### src/rtl/layer2_pkg.sv
// layer2_pkg: shared configuration for the conv layer-2 window generator.
//   DATA_W/MAP_W/MAP_H/K/FRAME_BEATS : base geometry of the pooled layer-1 map
//   PIX_PER_FRAME/OUT_DIM/WIN_PER_FRAME : derived frame and output sizes
//   IDX_W   : width of the window index (oy*OUT_DIM+ox)
//   pixel_t : signed pixel type
package layer2_pkg;

    localparam int DATA_W        = 16;
    localparam int MAP_W         = 12;
    localparam int MAP_H         = 12;
    localparam int K             = 5;
    localparam int FRAME_BEATS   = 160;

    localparam int PIX_PER_FRAME = MAP_W * MAP_H;
    localparam int OUT_DIM       = MAP_W - K + 1;
    localparam int WIN_PER_FRAME = OUT_DIM * OUT_DIM;
    localparam int IDX_W         = $clog2(WIN_PER_FRAME);

    typedef logic signed [DATA_W-1:0] pixel_t;

endpackage

### src/rtl/layer2_window_gen_if.sv
// layer2_window_gen_if: pixel stream in / window stream out of the layer-2
// window generator.
//   datain, layer2_en               : pixel beat from the layer-1 ping-pong buffer
//   window, win_valid, win_idx      : 5x5 window to the layer-2 MAC array
//   frame_done                      : end-of-frame pulse
// Modports: master = upstream/downstream environment, slave = the generator.
interface layer2_window_gen_if;
    import layer2_pkg::*;

    pixel_t                   datain;
    logic                     layer2_en;
    logic [K*K*DATA_W-1:0]    window;
    logic                     win_valid;
    logic [IDX_W-1:0]         win_idx;
    logic                     frame_done;

    modport master (
        output datain, layer2_en,
        input  window, win_valid, win_idx, frame_done
    );

    modport slave (
        input  datain, layer2_en,
        output window, win_valid, win_idx, frame_done
    );

endinterface

### src/rtl/layer2_line_buf.sv
// layer2_line_buf: DEPTH-deep shift-register delay line with enable.
//   clk  : clock
//   en   : advance the line by one entry
//   din  : entry written at the head
//   dout : entry written DEPTH enabled cycles ago
// Contents are intentionally not reset.
module layer2_line_buf #(
    parameter int DEPTH = 12,
    parameter int W     = 16
) (
    input  logic         clk,
    input  logic         en,
    input  logic [W-1:0] din,
    output logic [W-1:0] dout
);

    logic [W-1:0] sr [DEPTH];

    always_ff @(posedge clk) begin
        if (en) begin
            sr[0] <= din;
            for (int unsigned i = 1; i < DEPTH; i++) begin
                sr[i] <= sr[i-1];
            end
        end
    end

    assign dout = sr[DEPTH-1];

endmodule

### src/rtl/layer2_window_gen.sv
// layer2_window_gen: streaming KxK window generator for conv layer 2.
//   clk, rst : clock, synchronous active-high reset
//   bus      : slave modport of layer2_window_gen_if
//              (datain/layer2_en in; window/win_valid/win_idx/frame_done out)
// Optional feature macro: LAYER2_WIN_RELU_EN clamps negative pixels to 0
// before they enter the line buffers and window.
module layer2_window_gen
    import layer2_pkg::*;
#(
    parameter int DATA_W      = layer2_pkg::DATA_W,
    parameter int MAP_W       = layer2_pkg::MAP_W,
    parameter int MAP_H       = layer2_pkg::MAP_H,
    parameter int K           = layer2_pkg::K,
    parameter int FRAME_BEATS = layer2_pkg::FRAME_BEATS
) (
    input  logic               clk,
    input  logic               rst,
    layer2_window_gen_if.slave bus
);

    localparam int BEAT_W = $clog2(FRAME_BEATS);
    localparam int COL_W  = $clog2(MAP_W);
    localparam int ROW_W  = $clog2(MAP_H);
    localparam int OUT_D  = MAP_W - K + 1;
    localparam int IW     = $clog2(OUT_D * OUT_D);

    localparam logic [BEAT_W-1:0] LAST_BEAT = BEAT_W'(FRAME_BEATS - 1);
    localparam logic [BEAT_W-1:0] PIX_LIM   = BEAT_W'(MAP_W * MAP_H);
    localparam logic [COL_W-1:0]  LAST_COL  = COL_W'(MAP_W - 1);
    localparam logic [COL_W-1:0]  COL_FIRST = COL_W'(K - 1);
    localparam logic [ROW_W-1:0]  ROW_FIRST = ROW_W'(K - 1);

    logic [BEAT_W-1:0]        beat_cnt;
    logic [COL_W-1:0]         col;
    logic [ROW_W-1:0]         row;
    logic                     is_pix;
    logic                     pix_ok;
    logic signed [DATA_W-1:0] pix_in;
    logic [DATA_W-1:0]        lb_in  [K-1];
    logic [DATA_W-1:0]        lb_out [K-1];
    logic signed [DATA_W-1:0] tap    [K];
    logic signed [DATA_W-1:0] win_q  [K][K];
    logic [K*K*DATA_W-1:0]    win_flat;
    logic                     valid_q;
    logic [IW-1:0]            idx_q;
    logic                     done_q;
    logic [IW-1:0]            oy;
    logic [IW-1:0]            ox;

`ifdef LAYER2_WIN_RELU_EN
    assign pix_in = bus.datain[DATA_W-1] ? '0 : bus.datain;
`else
    assign pix_in = bus.datain;
`endif

    assign is_pix = (beat_cnt < PIX_LIM);
    // Reset wins over a concurrent beat, so the line buffers must not advance.
    assign pix_ok = bus.layer2_en && !rst && is_pix;

    // Line buffers chained: buffer i delays by i+1 rows; tap[0] is the oldest row.
    always_comb begin
        for (int unsigned i = 0; i < K - 1; i++) begin
            lb_in[i] = (i == 0) ? pix_in : lb_out[i-1];
        end
        for (int unsigned i = 0; i < K - 1; i++) begin
            tap[K-2-i] = lb_out[i];
        end
        tap[K-1] = pix_in;
    end

    for (genvar g = 0; g < K - 1; g++) begin : g_lb
        layer2_line_buf #(.DEPTH(MAP_W), .W(DATA_W)) u_lb (
            .clk  (clk),
            .en   (pix_ok),
            .din  (lb_in[g]),
            .dout (lb_out[g])
        );
    end

    assign oy = IW'(row - ROW_FIRST);
    assign ox = IW'(col - COL_FIRST);

    always_ff @(posedge clk) begin
        if (rst) begin
            beat_cnt <= '0;
            row      <= '0;
            col      <= '0;
            valid_q  <= 1'b0;
            idx_q    <= '0;
            done_q   <= 1'b0;
            for (int unsigned r = 0; r < K; r++) begin
                for (int unsigned c = 0; c < K; c++) begin
                    win_q[r][c] <= '0;
                end
            end
        end else begin
            valid_q <= 1'b0;
            done_q  <= bus.layer2_en && (beat_cnt == LAST_BEAT);
            if (bus.layer2_en) begin
                if (beat_cnt == LAST_BEAT) begin
                    beat_cnt <= '0;
                    row      <= '0;
                    col      <= '0;
                end else begin
                    beat_cnt <= beat_cnt + 1'b1;
                    if (is_pix) begin
                        if (col == LAST_COL) begin
                            col <= '0;
                            row <= row + 1'b1;
                        end else begin
                            col <= col + 1'b1;
                        end
                    end
                end
                if (is_pix) begin
                    for (int unsigned r = 0; r < K; r++) begin
                        for (int unsigned c = 0; c < K - 1; c++) begin
                            win_q[r][c] <= win_q[r][c+1];
                        end
                        win_q[r][K-1] <= tap[r];
                    end
                    // Columns left over from the previous row occupy the window
                    // while col < K-1; masking them here hides them.
                    if (row >= ROW_FIRST && col >= COL_FIRST) begin
                        valid_q <= 1'b1;
                        idx_q   <= IW'(oy * IW'(OUT_D) + ox);
                    end
                end
            end
        end
    end

    always_comb begin
        win_flat = '0;
        for (int unsigned r = 0; r < K; r++) begin
            for (int unsigned c = 0; c < K; c++) begin
                win_flat[(r*K+c)*DATA_W +: DATA_W] = win_q[r][c];
            end
        end
    end

    assign bus.window     = win_flat;
    assign bus.win_valid  = valid_q;
    assign bus.win_idx    = idx_q;
    assign bus.frame_done = done_q;

endmodule

### src/flat_wrapper.sv
// flat-port wrapper written by rule: the top's interface ports become plain ports
module layer2_window_gen_flat import layer2_pkg::*;
#(
    parameter int DATA_W      = layer2_pkg::DATA_W,
    parameter int MAP_W       = layer2_pkg::MAP_W,
    parameter int MAP_H       = layer2_pkg::MAP_H,
    parameter int K           = layer2_pkg::K,
    parameter int FRAME_BEATS = layer2_pkg::FRAME_BEATS
)
  (clk, rst, bus_datain, bus_layer2_en, bus_window, bus_win_valid, bus_win_idx, bus_frame_done);
  layer2_window_gen_if bus_i ();
  input  logic clk;
  input  logic rst;
  input wire logic [$bits(bus_i.datain)-1:0] bus_datain;
  input wire logic [$bits(bus_i.layer2_en)-1:0] bus_layer2_en;
  output wire logic [$bits(bus_i.window)-1:0] bus_window;
  output wire logic [$bits(bus_i.win_valid)-1:0] bus_win_valid;
  output wire logic [$bits(bus_i.win_idx)-1:0] bus_win_idx;
  output wire logic [$bits(bus_i.frame_done)-1:0] bus_frame_done;
  assign bus_i.datain = bus_datain;
  assign bus_i.layer2_en = bus_layer2_en;
  assign bus_window = bus_i.window;
  assign bus_win_valid = bus_i.win_valid;
  assign bus_win_idx = bus_i.win_idx;
  assign bus_frame_done = bus_i.frame_done;
  layer2_window_gen #(.DATA_W(DATA_W), .MAP_W(MAP_W), .MAP_H(MAP_H), .K(K), .FRAME_BEATS(FRAME_BEATS)) u_core (.clk(clk), .rst(rst), .bus(bus_i));
endmodule
### config.mk
export PLATFORM = sky130hd
export DESIGN_NAME = layer2_window_gen_flat
export DESIGN_NICKNAME = d
export VERILOG_FILES = /design/src/rtl/layer2_pkg.sv /design/src/rtl/layer2_window_gen_if.sv /design/src/rtl/layer2_line_buf.sv /design/src/rtl/layer2_window_gen.sv /design/src/flat_wrapper.sv
export SDC_FILE = /design/constraint.sdc
export NUM_CORES = 1
export LEC_CHECK = 0
export ABC_AREA = 1
export CAP_MARGIN = 20
export CORE_UTILIZATION = 61
export DETAILED_ROUTE_END_ITERATION = 7
export GPL_ROUTABILITY_DRIVEN = 0
export PLACE_DENSITY = 0.85
export SETUP_SLACK_MARGIN = 0.05
export SLEW_MARGIN = 20
export SYNTH_ARGS = -nofsm -noshare
export SYNTH_HDL_FRONTEND = slang
export SYNTH_SLANG_ARGS = --single-unit
### constraint.sdc
create_clock -name clk -period 23 [get_ports clk]
set_input_delay 6.9 -clock clk [delete_from_list [all_inputs] [get_ports clk]]
set_output_delay 6.9 -clock clk [all_outputs]
set_load 0.01 [all_outputs]
==> metrics.sh <==
NORMALIZED_MAX_SLEW_MARGIN_PCT=19.8
CTS_HOLD_BUF=0
SLEW_LIMIT_FAILS=0
YOSYSUNIQUECELLTYPES=25
DRIVE_ABOVE_1_SHARE_PCT=20.9
FIRST_GLOBAL_VIAS=18700
POST_ROUTE_SKEW_NS=0.0211
IRDROPWORSTVDD_mV=0.0941
LARGEST_FAMILY_OF_LOGIC_CELLS_BY_SYNTHESIZED_AREA='simple AND/OR/NAND/NOR gates'
YS_SEQ_ELEMENTS=1192
DRT_WL_TOTAL_UM=71800
POST_SYNTH_MUX_AREA_SHARE_PCT=0
FILLCELLCOUNT=3773
PORT_BUFFERS=426
DATA_ARRIVAL_TIME_OF_THE_WORST_PATH_NS=12.17
SYN_AVG_CELL_AREA_UM2=19.8
FINAL.MIN_CLOCK_PERIOD_NS=11.92
STD_CELL_ROWS=97
GRT_UTIL_MET1_PCT=24.0
CORE_REGION_MM2=0.0700
DRC_ERRORS=0
DIE_W_UM=268
GRT_FIRST_PASS_WIRELENGTH_UM=107000
TOTALNEGATIVESETUPSLACK_NS=0
CLK_LATENCY_NS=0.65
DR_TOTAL_VIAS=18400
TIMING.FINAL.HOLD_VIOLATIONS=0
NUMBER_OF_ANTENNA_VIOLATIONS_AT_THE_FIRST_CHECK_IN_GLOBAL_ROUTING=0
DRT-VIAS-PER-INSTANCE=4.93
CLOCK-ROOT-BUFFER='clkbuf_16'
DRT-WIRELENGTH-PER-CELL_UM=19.3
RSZ0062_AT_GRT='false'
SYNTH_XOR_XNOR_AREA_SHARE_PCT=0.102
GRTUSAGEMET3_PCT=5.11
DETAIL_ROUTE.FIRST_PASS.ITERATIONS=5
MIN_PERIOD_OVER_PERIOD_PCT=51.8
START_KIND='input pin'
SETUP.WORST_PATH.END_CLASS='register'
TYPE_OF_THE_MOST_CRITICAL_HOLD_PATH='reg2reg'
CLK_PIN_SLEW_NS=0.06
DPL.HPWL_UM=42100
DIEHEIGHT_UM=268
DIE_AREA_MM2=0.0717
POST_SYNTH_INSTANCE_AREA_MM2=0.0431
LEAKAGEPOWER_nW=17.6
CRIT_PATH_CLASS='in2reg'
CLOCK-SINKS=1192
FINALSETUPVIOLCOUNT=0
TIMING.HOLD.WS_NS=0.407
AREA_DELTA_SYNTH_FINAL_PCT=19.5
CTS_MADE_BUFFERS=112
GRT-BUSIEST-LAYER='met2'
PWR_DENSITY_CELL_mW_PER_MM2=89.4
PLACE.DETAILED.INSTANCES=3513
GRT.OVERFLOW.TOTAL=0
INITIAL_UTILIZATION_PCT=61.6
SYNTH-COMPOUND-AREA-SHARE_PCT=0.282
LARGEST_NET_DEGREE_AT_THE_START_OF_GLOBAL_ROUTING=217
SYNTH_WARNINGS=0
REQUIRED_NS=23.25
YOSYS.AREA_SHARE.ADDER_PCT=0.221
LAYOUTNONFILLERINSTCOUNT=3724
GRT_UTIL_MET2_PCT=34.2
CTS-ROOT-TO-SINK-BUFFERS=3
SYNTHSIMPLEGATEAREAFRAC_PCT=11.2
FMAXACHIEVABLE_GHz=0.0839
SYNTH_NETS=2202
DESIGN.FINAL.NETS=2714
CTSRESIZECOUNT=0
RUN_STATUS='complete, no violations'
DESIGN.PORTCOUNT=427
GATE_COUNT_POST_SYNTH=2176
POSTCTSSETUPREPAIRBUFS=0
WORSTPATHMAXFANOUT=216
YOSYSSEQAREASHARE_PCT=82.5
TIMING_WORST_SLEW_PIN_VALUE_NS=1.20
CTSHTREEMAXLEVEL=3
DRT-INITIAL-DRC-COUNT=1523
ANTENNA_VIOLATING_NETS_POST_ROUTE=0
CAP_VIOL_MAX_COUNT=0
ALL_LAYER_GLOBAL_ROUTING_USAGE_PCT=19.8
TRITONCTS='built'
layer usage:
metal	wire (um)	part of all wire [%]	vias up
li1	-	-	8455
met1	27600	38	9191
met2	37300	52	561
met3	4680	6.5	147
met4	2340	3.3	0
met5	0	0	-
per-stage QoR:
stage               instance area (um2)  util, %  worst slack (ns)  total power [mW]
CTS                               51500     73.5             10.84              4.65
detailed placement                47900     68.3             10.05              2.85
global placement                  47900     68.3             10.37              2.83
finish                            51500     73.6             11.08              4.61
floorplan                         43100        -              6.36              2.74
global route                      51500     73.6             10.83              4.75
final cells by class:
class	count	area (um2)	area share, %
Antenna cell	1	2.50	0.00486
Clock buffer	132	2920	5.67
Clock inverter	77	696	1.35
Inverter	421	1610	3.12
Multi-Input combinational cell	518	5100	9.90
Sequential cell	1192	35600	69.0
Tap cell	940	1180	2.28
Timing Repair Buffer	443	4460	8.65
where the power goes:
group	switching, mW	total (mW)	internal (mW)
registers	0.0444	2.54	2.49
logic	0.162	0.265	0.102
clock network	0.771	1.80	1.03
logic make-up after synthesis:
group,Yosys count
AOI/OAI and AO/OA,22
xor gates and xnor gates,5
adders and majority gates,7
buffers and inverters,466
DFF,1192
and+or+nand+nor,484
cells in the final DEF, fill, tap and decap left out, types with 4 or more instances in the layout:
master,synthesis,routed
clkinv_1,0,30
clkdlybuf4s50_1,0,426
clkbuf_16,0,114
nor2_4,391,391
nor3_1,4,4
a21oi_1,13,13
buf_4,0,11
inv_1,418,418
edfxtp_1,1168,1168
nand3_1,11,11
nand2_4,3,4
bufinv_16,0,11
dfxtp_1,24,24
nand2_1,30,29
nor2_1,35,35
o21ai_0,8,8
inv_6,0,4
ha_1,6,6
or2_2,4,4
clkbuf_1,0,18
clkinv_2,0,23
path summary, 6_finish.rpt:
check             slack, ns  depth (start not counted)                          from                             to
hold reg to reg        0.41                          0  u_core.g_lb[0].u_lb.sr[2][1]  u_core.g_lb[0].u_lb.sr[2][17]
hold / removal         0.41                          0  u_core.g_lb[0].u_lb.sr[2][1]  u_core.g_lb[0].u_lb.sr[2][17]
setup / recovery      11.08                          9                 bus_layer2_en   u_core.g_lb[0].u_lb.sr[1][1]
setup reg to reg      17.56                          9            u_core.beat_cnt[5]   u_core.g_lb[0].u_lb.sr[1][1]
state kept, by name (all words and copies together), names as in the netlist:
register,cells
u_core.beat_cnt,8
u_core.bus.frame_done,1
u_core.bus.win_idx,6
u_core.bus.win_valid,1
u_core.col,4
u_core.g_lb.u_lb.sr,768
u_core.row,4
u_core.win_q,400
worst max-delay path, stage by stage:
cell and delay [ns]:
clkdlybuf4s50_1 0.55, inv_2 0.11, a21oi_4 0.16, nand2_4 0.15, nor2_8 0.62, buf_6 0.69
buf_4 0.95, buf_4 0.83, buf_12 0.70
cells in the mapped netlist:
cell	instances	area [um2]
fa_1	1	20.0
buf_2	2	10.0
nand4_1	3	18.8
nor4_1	1	6.26
inv_1	418	1570
nor2_8	1	20.0
or2_2	4	25.0
nor2_4	391	4400
o21ai_0	8	40.0
nor3_1	4	20.0
nor2_1	35	131
inv_8	1	11.3
xnor2_1	2	17.5
xor2_1	3	26.3
nand3_1	11	55.1
buf_12	43	861
a21oi_1	13	65.1
nand2_2	1	6.26
inv_2	2	7.51
dfxtp_1	24	480
nand2_1	30	113
a21oi_4	1	16.3
ha_1	6	75.1
edfxtp_1	1168	35100
nand2_4	3	33.8
Note: power is estimated with default switching activity, not from simulation.
